File: src/rtl/mem_port_arbiter.sv
// -----------------------------------------------------------------------------
// mem_port_arbiter
//
// Shares the single memory port between instruction fetch (IF, requester 0)
// and data memory access (DM, requester 1). A round-robin request/grant FSM
// picks the owner, drives the address/wdata mux select and watches for hung
// transactions, aborting them with a timeout error.
//
// Parameters:
//   TIMEOUT    BUSY cycles without mem_ready before abort (2..255)
//   CNT_WIDTH  wait counter width; must hold TIMEOUT-1
//
// Ports:
//   clk, rst_n           clock (rising edge), asynchronous active-low reset
//   if_req  / dm_req     requests, held by the requester until its done
//   dm_we                DM write(1)/read(0), sampled at grant
//   if_gnt  / dm_gnt     port ownership
//   if_done / dm_done    one-cycle completion pulses
//   mem_sel              port mux select: 0 = IF, 1 = DM
//   mem_valid, mem_we    transaction active / write strobe to memory
//   mem_ready            memory completes the current transaction
//   timeout_err          one-cycle pulse alongside done on abort
// -----------------------------------------------------------------------------
module mem_port_arbiter #(
  parameter int unsigned TIMEOUT   = 16,
  parameter int unsigned CNT_WIDTH = 8
) (
  input  logic clk,
  input  logic rst_n,
  input  logic if_req,
  output logic if_gnt,
  output logic if_done,
  input  logic dm_req,
  input  logic dm_we,
  output logic dm_gnt,
  output logic dm_done,
  output logic mem_sel,
  output logic mem_valid,
  output logic mem_we,
  input  logic mem_ready,
  output logic timeout_err
);

  typedef enum logic [1:0] {
    IDLE    = 2'd0,
    BUSY_IF = 2'd1,
    BUSY_DM = 2'd2
  } state_t;

  localparam logic [CNT_WIDTH-1:0] WAIT_LIMIT = CNT_WIDTH'(TIMEOUT - 1);

  state_t               state;
  state_t               state_nxt;
  logic                 last_gnt;   // 0 = IF served last, 1 = DM served last
  logic [CNT_WIDTH-1:0] wait_cnt;
  logic                 we_lat;
  logic                 sel_q;

  logic busy;
  logic at_limit;
  logic done;
  logic granting;

  assign busy     = (state != IDLE);
  assign at_limit = (wait_cnt == WAIT_LIMIT);
  // mem_ready in the timeout cycle still completes normally.
  assign done     = busy && (mem_ready || at_limit);
  assign granting = (state == IDLE) && (state_nxt != IDLE);

  // Next-state logic.
  // NOTE: every signal assigned here gets a default first, so no path
  // through the block can leave it unassigned and infer a latch.
  always_comb begin
    state_nxt = state;
    unique case (state)
      IDLE: begin
        // On a tie the requester that was not served last wins.
        if (if_req && (!dm_req || last_gnt)) state_nxt = BUSY_IF;
        else if (dm_req)                     state_nxt = BUSY_DM;
      end
      BUSY_IF, BUSY_DM: begin
        // Request drops during BUSY are ignored; only done ends a transaction.
        if (done) state_nxt = IDLE;
      end
      default: state_nxt = IDLE;
    endcase
  end

  // State register and per-transaction bookkeeping.
  // NOTE: sequential state uses non-blocking assignments so every register
  // samples the pre-edge values, independent of statement order.
  always_ff @(posedge clk or negedge rst_n) begin
    if (!rst_n) begin
      state    <= IDLE;
      last_gnt <= 1'b1;
      wait_cnt <= '0;
      we_lat   <= 1'b0;
      sel_q    <= 1'b0;
    end else begin
      state <= state_nxt;
      if (granting) begin
        last_gnt <= (state_nxt == BUSY_DM);
        sel_q    <= (state_nxt == BUSY_DM);
        wait_cnt <= '0;
        // Write intent is frozen at grant; later dm_we changes are ignored.
        we_lat   <= (state_nxt == BUSY_DM) && dm_we;
      end else if (busy && !mem_ready) begin
        wait_cnt <= wait_cnt + CNT_WIDTH'(1);
      end
    end
  end

  // Outputs decode directly from registered state, so reset clears them
  // immediately; mem_sel holds through IDLE.
  assign if_gnt      = (state == BUSY_IF);
  assign dm_gnt      = (state == BUSY_DM);
  assign mem_valid   = busy;
  assign mem_we      = (state == BUSY_DM) && we_lat;
  assign mem_sel     = sel_q;
  assign if_done     = (state == BUSY_IF) && done;
  assign dm_done     = (state == BUSY_DM) && done;
  assign timeout_err = busy && at_limit && !mem_ready;

endmodule

File: config.mk
export PLATFORM = sky130hd
export DESIGN_NAME = mem_port_arbiter
export DESIGN_NICKNAME = d
export VERILOG_FILES = /design/src/rtl/mem_port_arbiter.sv
export SDC_FILE = /design/constraint.sdc
export NUM_CORES = 1
export LEC_CHECK = 0
export ABC_AREA = 1
export BUFFER_PORTS_ARGS = -buffer_cell sky130_fd_sc_hd__buf_2
export CORE_MARGIN = 10
export CORE_UTILIZATION = 45
export CTS_CLUSTER_SIZE = 25
export DETAILED_ROUTE_END_ITERATION = 16
export PLACE_DENSITY_LB_ADDON = 0.08
export SLEW_MARGIN = 10
export SYNTH_ARGS = -nofsm -noshare
export SYNTH_HDL_FRONTEND = slang
export SYNTH_SLANG_ARGS = --single-unit
File: constraint.sdc
create_clock -name clk -period 4 [get_ports clk]
set_clock_uncertainty 0.15 [all_clocks]
set_input_delay 0.6 -clock clk [delete_from_list [all_inputs] [get_ports clk]]
set_output_delay 0.6 -clock clk [all_outputs]
set_load 0.01 [all_outputs]
==> key figures, run 1 <==
Global route
  – First-pass GRT wire length: approximately 2.8 mm
  – Largest net degree at the start of global routing: 14
  – Antenna violations before repair: 0
  – GRT Total Usage: 0.1026
  – Vias in the first global route: 639
  – GR Overflow Total: 0

Timing
  – Fin. Hold Viols: 0
  – RSZ-0062 raised after global routing: false
  – Setup TNS: 0 ns
  – Tcrit/Tclk final: 0.6368
  – Least-Margin Pin Slew: around 0.3 ns
  – Slew Limit Fails: 0
  – Highest clock rate: 0.3926 GHz
  – Hold_ws: 0.05317 ns
  – Slew Limit Headroom: 0.7994
  – Final Critical Period: 2.547 ns
  – Setup Viol. Count Final: 0

Power
  – Net Sw Frac: 0.4641
  – IR drop worst, VDD: 0.2342 mV
  – Power Density: roughly 650 nW/um2
  – Pwr Total: around 600 uW
  – Logic pwr share: 0.521
  – Leak Pwr: 0.4877 nW
  – Net Sw Power: 271.0 uW
  – Clock Power Share: 0.137
  – Share of power burned in registers: 0.342
  – Int Power: 312.9 uW

Clocking
  – H-tree levels: 1
  – Postcts setup bufs: 0
  – Clk buf depth: 2
  – # clock sinks: 13
  – # hold bufs at CTS: 0
  – Clock buffer count from CTS: 3
  – Root Driver: clkbuf_4
  – Clk slew on worst S/H paths: 0.08 ns
  – CTS tree: built
  – Clock Latency Late Sink: 0.27 ns
  – Post_cts resized: 0

Min path
  – Hold crit path type: input port to async pin

Floorplan
  – I/O Pins: 14
  – DIE AREA: 3817 um2
  – Core area: roughly 1700 um2
  – Die H: 61.79 um
  – Die width: 61.79 um
  – Initial Util: 0.4652
  – Cell row count: 15

Route
  – Vias per cell: 4.803
  – Final ANT Viol Nets: 0
  – DR pass1 iterations: 3
  – Post-route DRC: 0
  – Routed wire length: 1.567 mm
  – Routed length per instance: 12.34 um
  – Via Count: 610
  – Drt initial violations: 25

Place
  – Dpl hpwl: between 1 and 1.5 mm
  – DP Area: 872.1 um2
  – Routability congestion estimate: ~0.82
  – Port-buffer cells: 13

Yosys
  – Synth cell types: 23
  – Synth Instances: 93
  – Synth Warn #: 0
  – Sequential element share of the synthesized area: 0.4156
  – Syn nets: around 100
  – Number of synthesized register bits: 13
  – Mapped Avg Cell Area: roughly 8.4 um2
  – Netlist Area Pre-Place: 785.8 um2

Cells and area
  – Commonest non-fill, non-tap cell in the layout: nand2_1
  – Footprint of the multi-input gates: 406.6 um2
  – Core Util, Final: 0.5319
  – Commonest non-fill, non-tap cells in the layout: 16 x nand2_1, 13 x inv_1, 13 x buf_2
  – Nets: 122
  – Layout cells sized above 1: 0.2727
  – Ant. Diodes: 0
  – FF/Latch Area: 326.6 um2
  – Post-route cell area: 898.4 um2
  – Layout area overhead: 14.33%
  – FILL cells: 169

Setup path
  – Flop-to-flop setup slack: 2.13 ns
  – Worst path required time: 3.25 ns
  – Crit Path Max Fanout: 8
  – Crit. End Element: output port
  – Worst Setup Path Type: flop to output port
  – Startpoint Class: flop
  – Worst EP arrival: 1.80 ns

Run
  – Max Cap Violations: 0

Outcome
  – Status: completed
-- synth_stat cells, drive strengths merged --
| master | count | area, um2 |
|---|---|---|
| nand2 | 21 | 101.4 |
| nor2 | 14 | 62.56 |
| nand3b | 1 | 7.510 |
| a21oi | 3 | 15.01 |
| nor3 | 2 | 20.02 |
| o211ai | 1 | 7.510 |
| o21ai | 3 | 15.01 |
| xnor2 | 1 | 8.760 |
| nand4 | 3 | 18.77 |
| dfrtp | 12 | 300.3 |
| ha | 5 | 62.56 |
| nand3 | 8 | 50.05 |
| xor2 | 3 | 26.28 |
| inv | 14 | 52.55 |
| o21bai | 1 | 11.26 |
| dfstp | 1 | 26.28 |
-- cell families after synthesis --
logic type      synth area share
buf+inv                  0.06688
flops                     0.4156
compound gates           0.06209
simple gates              0.3312
fa+ha+maj                0.07962
xor+xnor                 0.04459
-- state kept, by name, summed over array words and instances, names as in the netlist --
register and cells:
last_gnt 1, wait_cnt 8, mem_sel 1, state 2, we_lat 1
-- path summary, 6_finish.rpt --
| path | end | cells after the start | from |
|---|---|---|---|
| worst max register to register | wait_cnt[5]$_DFFE_PN0P_ | 11 | state[0]$_DFF_PN0_ |
| max in group asynchronous | last_gnt$_DFFE_PN1P_ | 1 | rst_n |
| min in group clk | last_gnt$_DFFE_PN1P_ | 2 | last_gnt$_DFFE_PN1P_ |
| worst max-delay path | timeout_err | 8 | state[0]$_DFF_PN0_ |
| worst min-delay path | we_lat$_DFFE_PN0P_ | 1 | rst_n |
| worst min register to register | last_gnt$_DFFE_PN1P_ | 2 | last_gnt$_DFFE_PN1P_ |
-- stage by stage --
stage	setup WS, ns	cells
3_3_place_gp	1.796	123
4_1_cts	1.432	127
5_1_grt	1.163	127
2_1_floorplan	1.876	93
3_5_place_dp	1.753	123
6_report	1.453	127
-- power groups by stage --
| stage | combinational (mW) | sequential [mW] | clock [mW] |
|---|---|---|---|
| detailed placement | 0.311 | 0.202 | 0 |
| global placement | 0.310 | 0.200 | 0 |
| CTS | 0.311 | 0.199 | 0.0848 |
| finish | 0.304 | 0.200 | 0.0799 |
| floorplan | 0.230 | 0.198 | 0 |
| global route | 0.354 | 0.206 | 0.0917 |
-- final cells by class --
cell class                 count  share of cell area
tap                           17             0.02368
clock buffer                   4             0.02925
sequential                    13              0.3635
inverter                      14             0.05850
multi-input combinational     66              0.4526
timing repair buffer          13             0.07242
-- routing by layer --
metal / vias up / track usage / share of wire
li1: 331 / - / -
met1: 270 / 0.1232 / 0.46
met2: 7 / 0.1567 / 0.48
met3: 2 / 0.03455 / 0.045
met4: 0 / 0.05732 / 0.0077
met5: - / 0 / 0
-- worst max-delay path: stages, from the launching register on --
cell and delay, ns:
dfrtp_1 0.40, inv_1 0.08, ha_1 0.26, inv_2 0.16, nand2_4 0.09, nor2_1 0.20
nand2_1 0.12, nor2_1 0.09, buf_2 0.13
(Power assumes the default switching activity.)
==> run 2: changes to the inputs <==
--- a/config.mk
+++ b/config.mk
@@ -5,7 +5,7 @@
 export SDC_FILE = /design/constraint.sdc
 export NUM_CORES = 1
 export LEC_CHECK = 0
-export ABC_AREA = 1
+export ABC_AREA = 0
 export BUFFER_PORTS_ARGS = -buffer_cell sky130_fd_sc_hd__buf_2
 export CORE_MARGIN = 10
 export CORE_UTILIZATION = 45
==> constraint.sdc (replaced) <==
create_clock -name clk -period 2.2 [get_ports clk]
set_clock_uncertainty 0.15 [all_clocks]
set_input_delay 0.33 -clock clk [delete_from_list [all_inputs] [get_ports clk]]
set_output_delay 0.33 -clock clk [all_outputs]
set_load 0.01 [all_outputs]
==> run 2 against run 1 <==
Non-clock buffer count rose by 11. Clock power rose by 91%. Sequential cell count did not move. Routed wire length rose by 20%. Critical path type unchanged. Highest routed layer unchanged. Critical endpoint unchanged. Combinational power rose by 120%. Sequential share of layout area fell by 6.1 points. Hold slack improved by 0.22 ns.
==> key figures, run 2 <==
Yosys
  – Largest cells by area after synthesis: dfrtp_1 36%, ha_1 7.5%, nor2_1 5.8%, nand2_1 4.5%, xnor2_1 4.2%
  – Synth area leader: dfrtp_1
  – Mapped Avg Cell Area: 9.314 um2
  – Sequential element share of the synthesized area: 0.3896
  – Most frequent cells after synthesis: 13 x nor2_1, 12 x dfrtp_1, 10 x nand2_1
  – Syn nets: 101
  – Synth Instances: 90
  – Async SR Flop Fraction: 1.000
  – Number of synthesized register bits: 13
  – Post-synth EDFFs: 0
  – Yosys top cell area share: 0.3582
  – Netlist Area Pre-Place: 838.3 um2
  – Most used flip-flop cell after synthesis: dfrtp_1
  – Synth cell types: 33
  – Most common cell in the netlist: nor2_1
  – Synth Warn #: 0

Cells and area
  – Core Util, Final: 0.6237
  – Commonest non-fill, non-tap cells in the layout: 13 x buf_2, 11 x nor2_1, 10 x nand2_1, 10 x dfrtp_1, 10 x buf_4
  – Non-Filler Instances: 142
  – Nets: 129
  – Max FFs per register: 8
  – Ant. Diodes: 0
  – Reg with most FFs: wait_cnt
  – Commonest non-fill, non-tap cell in the layout: buf_2
  – Layout cells sized above 1: 0.3761
  – Layout area overhead: 29.85%
  – Top Registers: wait_cnt (8), state (2)

Clocking
  – H-tree levels: 1
  – Clock Latency Late Sink: 0.28 ns
  – # clock sinks: 13
  – Root Driver: clkbuf_4
  – Clk slew on worst S/H paths: 0.08 ns
  – CTS tree: built
  – Clk buf depth: 2
  – Clock buffer count from CTS: 3

Setup path
  – Crit. End Element: output port
  – Startpoint Class: flop
  – Worst path required time: 1.72 ns
  – Worst EP arrival: about 1.7 ns
  – Crit Path Max Fanout: 3
  – Worst Setup Path Type: flop to output port

Floorplan
  – I/O Pins: 14
  – Die H: approximately 63 um
  – Initial Util: 0.4803
  – Core area: 1745 um2
  – Die width: 63.16 um
  – DIE AREA: 3989 um2
  – Cell row count: 15

Place
  – DP Worst Slack: about 0.21 ns
  – Routability congestion estimate: around 0.74
  – Port-buffer cells: 13
  – Placed cell count: 131
  – Dpl hpwl: approximately 1.3 mm

Run
  – Max Cap Violations: 0

Timing
  – Final WS setup: 0.008303 ns
  – Slew Limit Fails: 0
  – Highest clock rate: 0.4563 GHz
  – Hold_ws: approximately 0.27 ns
  – RSZ-0062 raised after global routing: true
  – Fin. Hold Viols: 0
  – Setup Viol. Count Final: 0
  – Final Critical Period: 2.192 ns
  – Slew Limit Headroom: 0.7103
  – Tcrit/Tclk final: 0.9962
  – Least-Margin Pin Slew: 0.4332 ns

Route
  – DR pass1 iterations: 4
  – Via Count: 742
  – Post-route DRC: 0
  – Final ANT Viol Nets: 0
  – Routed wire length: 1.882 mm
  – Drt initial violations: 12
  – Routed length per instance: 13.25 um
  – Vias per cell: 5.225

Global route
  – Largest net degree at the start of global routing: 15
  – GRT Total Usage: 0.09622
  – Antenna violations before repair: 0
  – First-pass GRT wire length: 3.201 mm
  – GR Overflow Total: 0
  – Vias in the first global route: approximately 680

Power
  – Power Density: roughly 1100 nW/um2
  – Leak Pwr: 0.5121 nW
  – IR drop worst, VDD: 0.7343 mV

Outcome
  – Status: completed

Min path
  – Hold crit path type: input port to flop
==> run 2: routing by layer <==
| layer | vias to the layer above | GRT usage | part of all wire |
|---|---|---|---|
| met5 | - | 0 | 0 |
| met4 | 0 | 0.04190 | 0.013 |
| met3 | 3 | 0.03357 | 0.060 |
| met2 | 12 | 0.1421 | 0.46 |
| met1 | 357 | 0.1221 | 0.47 |
| li1 | 370 | - | - |
==> run 2: cell families (layout without fill, tap and decap cells) <==
family                     Yosys count  in the layout  share of synthesized area
AOI/OAI and AO/OA                   19             19                     0.1806
xor gates and xnor gates             6              6                    0.06269
adders and majority gates            5              5                    0.07463
buffers and inverters                8             35                    0.03582
DFF                                 13             13                     0.3896
and+or+nand+nor                     39             39                     0.2567
==> run 2: area by class of cell <==
class	count	area [um2]
Tap cell	25	31.28
Timing Repair Buffer	24	150.1
Multi-Input combinational cell	69	525.5
Clock buffer	4	26.28
Fill cell	161	656.9
Inverter	7	26.28
Sequential cell	13	329.1
==> run 2: worst paths after layout <==
| check | start | endpoint | slack [ns] | cells past startpoint |
|---|---|---|---|---|
| worst max-delay path | wait_cnt[1]$_DFFE_PN0P_ | timeout_err | 0.008 | 5 |
| worst min-delay path | mem_ready | wait_cnt[1]$_DFFE_PN0P_ | 0.27 | 4 |
| worst max register to register | state[0]$_DFF_PN0_ | wait_cnt[7]$_DFFE_PN0P_ | 0.24 | 7 |
| worst min register to register | last_gnt$_DFFE_PN1P_ | last_gnt$_DFFE_PN1P_ | 0.32 | 2 |
| max in group asynchronous | rst_n | last_gnt$_DFFE_PN1P_ | 1.31 | 2 |
| min in group asynchronous | rst_n | wait_cnt[2]$_DFFE_PN0P_ | 0.30 | 2 |
==> run 2: report_power, final <==
part / switching [mW] / internal (mW)
combinational: 0.357 / 0.312
sequential: 0.0561 / 0.312
clock: 0.0830 / 0.0705
==> run 2: critical path: stages, from the launching register on <==
cell and delay [ns]:
dfrtp_1 0.43, ha_4 0.17, or3b_4 0.38, or2_4 0.26, nor2_2 0.07, buf_2 0.13
==> run 2: metrics by stage <==
stage               power [mW]  instance area (um2)  setup TNS [ns]
finish                   1.191                 1089               0
global route             1.309                 1089         -0.1543
CTS                      1.114                 1012               0
detailed placement      0.9527                960.9               0
global placement        0.9453                960.9               0
floorplan               0.7520                838.3               0
==> run 2: timing repair <==
action / 4_1_cts / 5_1_grt
resized for setup: 3 / 10
hold buffers: 1 / 0
pin swaps: 1 / 4
setup buffers: 1 / 5
setup endpoints to repair: 1 / 3
hold endpoints to repair: 12 / 0
==> run 3: changes to the inputs <==
--- a/config.mk
+++ b/config.mk
@@ -12,6 +12,7 @@
 export CTS_CLUSTER_SIZE = 25
 export DETAILED_ROUTE_END_ITERATION = 16
 export PLACE_DENSITY_LB_ADDON = 0.08
+export RECOVER_POWER = 25
 export SLEW_MARGIN = 10
 export SYNTH_ARGS = -nofsm -noshare
 export SYNTH_HDL_FRONTEND = slang
==> run 3 against run 2 <==
Die area stayed put. Power is essentially flat. Final cell count is the same. Fmax is essentially flat. Non-clock buffer count did not move. Sequential share of layout area about the same. Hold slack about the same.
==> key figures, run 3 (synthesized netlist as in run 2, its figures left out) <==
Clocking
  – Clk buf depth: 2
  – Clock Latency Late Sink: 0.28 ns
  – CTS tree: built
  – Clock buffer count from CTS: 3
  – # clock sinks: 13
  – Clk slew on worst S/H paths: 0.08 ns
  – Root Driver: clkbuf_4
  – H-tree levels: 1

Route
  – DR pass1 iterations: 4
  – Drt initial violations: 12
  – Vias per cell: 5.211
  – Final ANT Viol Nets: 0
  – Routed length per instance: ~13 um
  – Via Count: 740
  – Post-route DRC: 0
  – Routed wire length: 1.874 mm

Power
  – Pwr Total: 1.190 mW
  – Power Density: 1094 nW/um2
  – Share of power burned in registers: 0.309
  – Leak Pwr: 0.5093 nW
  – IR drop worst, VDD: 0.7342 mV
  – Clock Power Share: 0.129
  – Net Sw Power: between 400 and 500 uW
  – Net Sw Frac: 0.4164
  – Logic pwr share: 0.562
  – Int Power: 694.4 uW

Cells and area
  – Commonest non-fill, non-tap cell in the layout: buf_2
  – Ant. Diodes: 0
  – Layout area overhead: 29.70%
  – Commonest non-fill, non-tap cells in the layout: 12 x buf_2, 11 x nor2_1, 10 x nand2_1, 10 x dfrtp_1, 10 x buf_4
  – Post-route cell area: 1087 um2
  – Nets: around 130
  – Layout cells sized above 1: 0.3675
  – Max FFs per register: 8
  – Top Registers: wait_cnt (8), state (2)
  – Reg with most FFs: wait_cnt

Place
  – DP Area: roughly 960 um2
  – Routability congestion estimate: 0.7377
  – Dpl hpwl: 1.338 mm
  – DP Worst Slack: ~0.21 ns
  – Port-buffer cells: 13

Floorplan
  – Cell row count: 15
  – Initial Util: 0.4803
  – Die width: 63.16 um
  – Core area: approximately 1700 um2
  – I/O Pins: 14
  – Die H: 63.16 um
  – DIE AREA: 3989 um2

Timing
  – Final WS setup: 0.008364 ns
  – Slew Limit Headroom: 0.5443
  – Final Critical Period: approximately 2.2 ns
  – Slew Limit Fails: 0
  – Setup Viol. Count Final: 0
  – Highest clock rate: 0.4563 GHz
  – Tcrit/Tclk final: 0.9962
  – Least-Margin Pin Slew: 0.6835 ns
  – RSZ-0062 raised after global routing: true
  – Fin. Hold Viols: 0

Global route
  – GRT Total Usage: 0.09622
  – GR Overflow Total: 0
  – Vias in the first global route: slightly below 700
  – Largest net degree at the start of global routing: 15
  – First-pass GRT wire length: 3.201 mm
  – Antenna violations before repair: 0

Setup path
  – Worst r2r dst: wait_cnt[7]$_DFFE_PN0P_
  – Crit path from: wait_cnt[1]$_DFFE_PN0P_
  – Worst r2r src: state[0]$_DFF_PN0_
  – Worst EP arrival: 1.71 ns
  – Worst-case reg-to-reg path depth: 7
  – Flop-to-flop setup slack: 0.24 ns
  – Worst Setup Path Type: flop to output port
  – Worst path required time: 1.72 ns
  – Startpoint Class: flop
  – Crit. End Element: output port
  – Crit Path Max Fanout: 3

Min path
  – Hold depth: 4
  – HP Start: mem_ready
  – Hold crit path type: input port to flop
  – Hold Path End: wait_cnt[1]$_DFFE_PN0P_

Run
  – Max Cap Violations: 0

Outcome
  – Status: completed
run 3: cell count changes in the layout (fill, tap and decap cells not counted), sizes merged:
| cell | change |
|---|---|
| buf | -1 |
| clkbuf | +1 |
run 3: cell type report:
class | count | area, um2
fillers | 159 | 658.1
multi-input cells | 69 | 525.5
flip-flops and latches | 13 | 329.1
repair buffers | 24 | 148.9
well taps | 25 | 31.28
clock buffers | 4 | 26.28
inverters | 7 | 26.28
run 3: worst max-delay path by stage:
stage	to	slack [ns]	cells past startpoint
2_1_floorplan	timeout_err	0.19	5
3_3_place_gp	timeout_err	0.25	6
3_5_place_dp	wait_cnt[7]$_DFFE_PN0P_	0.21	7
4_1_cts	timeout_err	0.01	6
5_1_grt	timeout_err	-0.06	5
6_report	timeout_err	0.008	5
run 3: what timing repair did:
action                                 in CTS  in global routing
gates cloned                                0                  0
pin swaps                                   1                  4
hold buffers                                1                  0
buffers inserted                            1                  5
setup endpoints to repair                   1                  3
gates resized for setup                     3                 10
endpoints found under the hold margin      12                  0
run 3: through the flow:
stage / cells / TNS, ns / util / hold WS (ns)
final: 142 / 0 / 0.6229 / 0.2716
after global routing: 142 / -0.1543 / 0.6229 / 0.3026
after CTS: 137 / 0 / 0.5799 / 0.2614
after detailed placement: 131 / 0 / 0.5505 / 0.08337
after global placement: 131 / 0 / 0.5505 / 0.08269
after floorplan: 90 / 0 / - / -0.1156
run 3: per-layer routing:
metal / track usage / wire (um)
met2: 0.1421 / 864
met5: 0 / 0
met3: 0.03357 / 112
met4: 0.04190 / 25
met1: 0.1221 / 871
run 3: critical path: stages, from the launching register on:
cell and delay (ns):
dfrtp_1 0.43, ha_4 0.17, or3b_4 0.38, or2_4 0.26, nor2_2 0.07, buf_2 0.13
run 3: power by group through the flow:
stage / clock network, mW / logic (mW) / registers, mW
global route: 0.173 / 0.758 / 0.377
global placement: 0 / 0.586 / 0.359
finish: 0.153 / 0.669 / 0.368
CTS: 0.155 / 0.602 / 0.357
detailed placement: 0 / 0.591 / 0.361
floorplan: 0 / 0.386 / 0.366
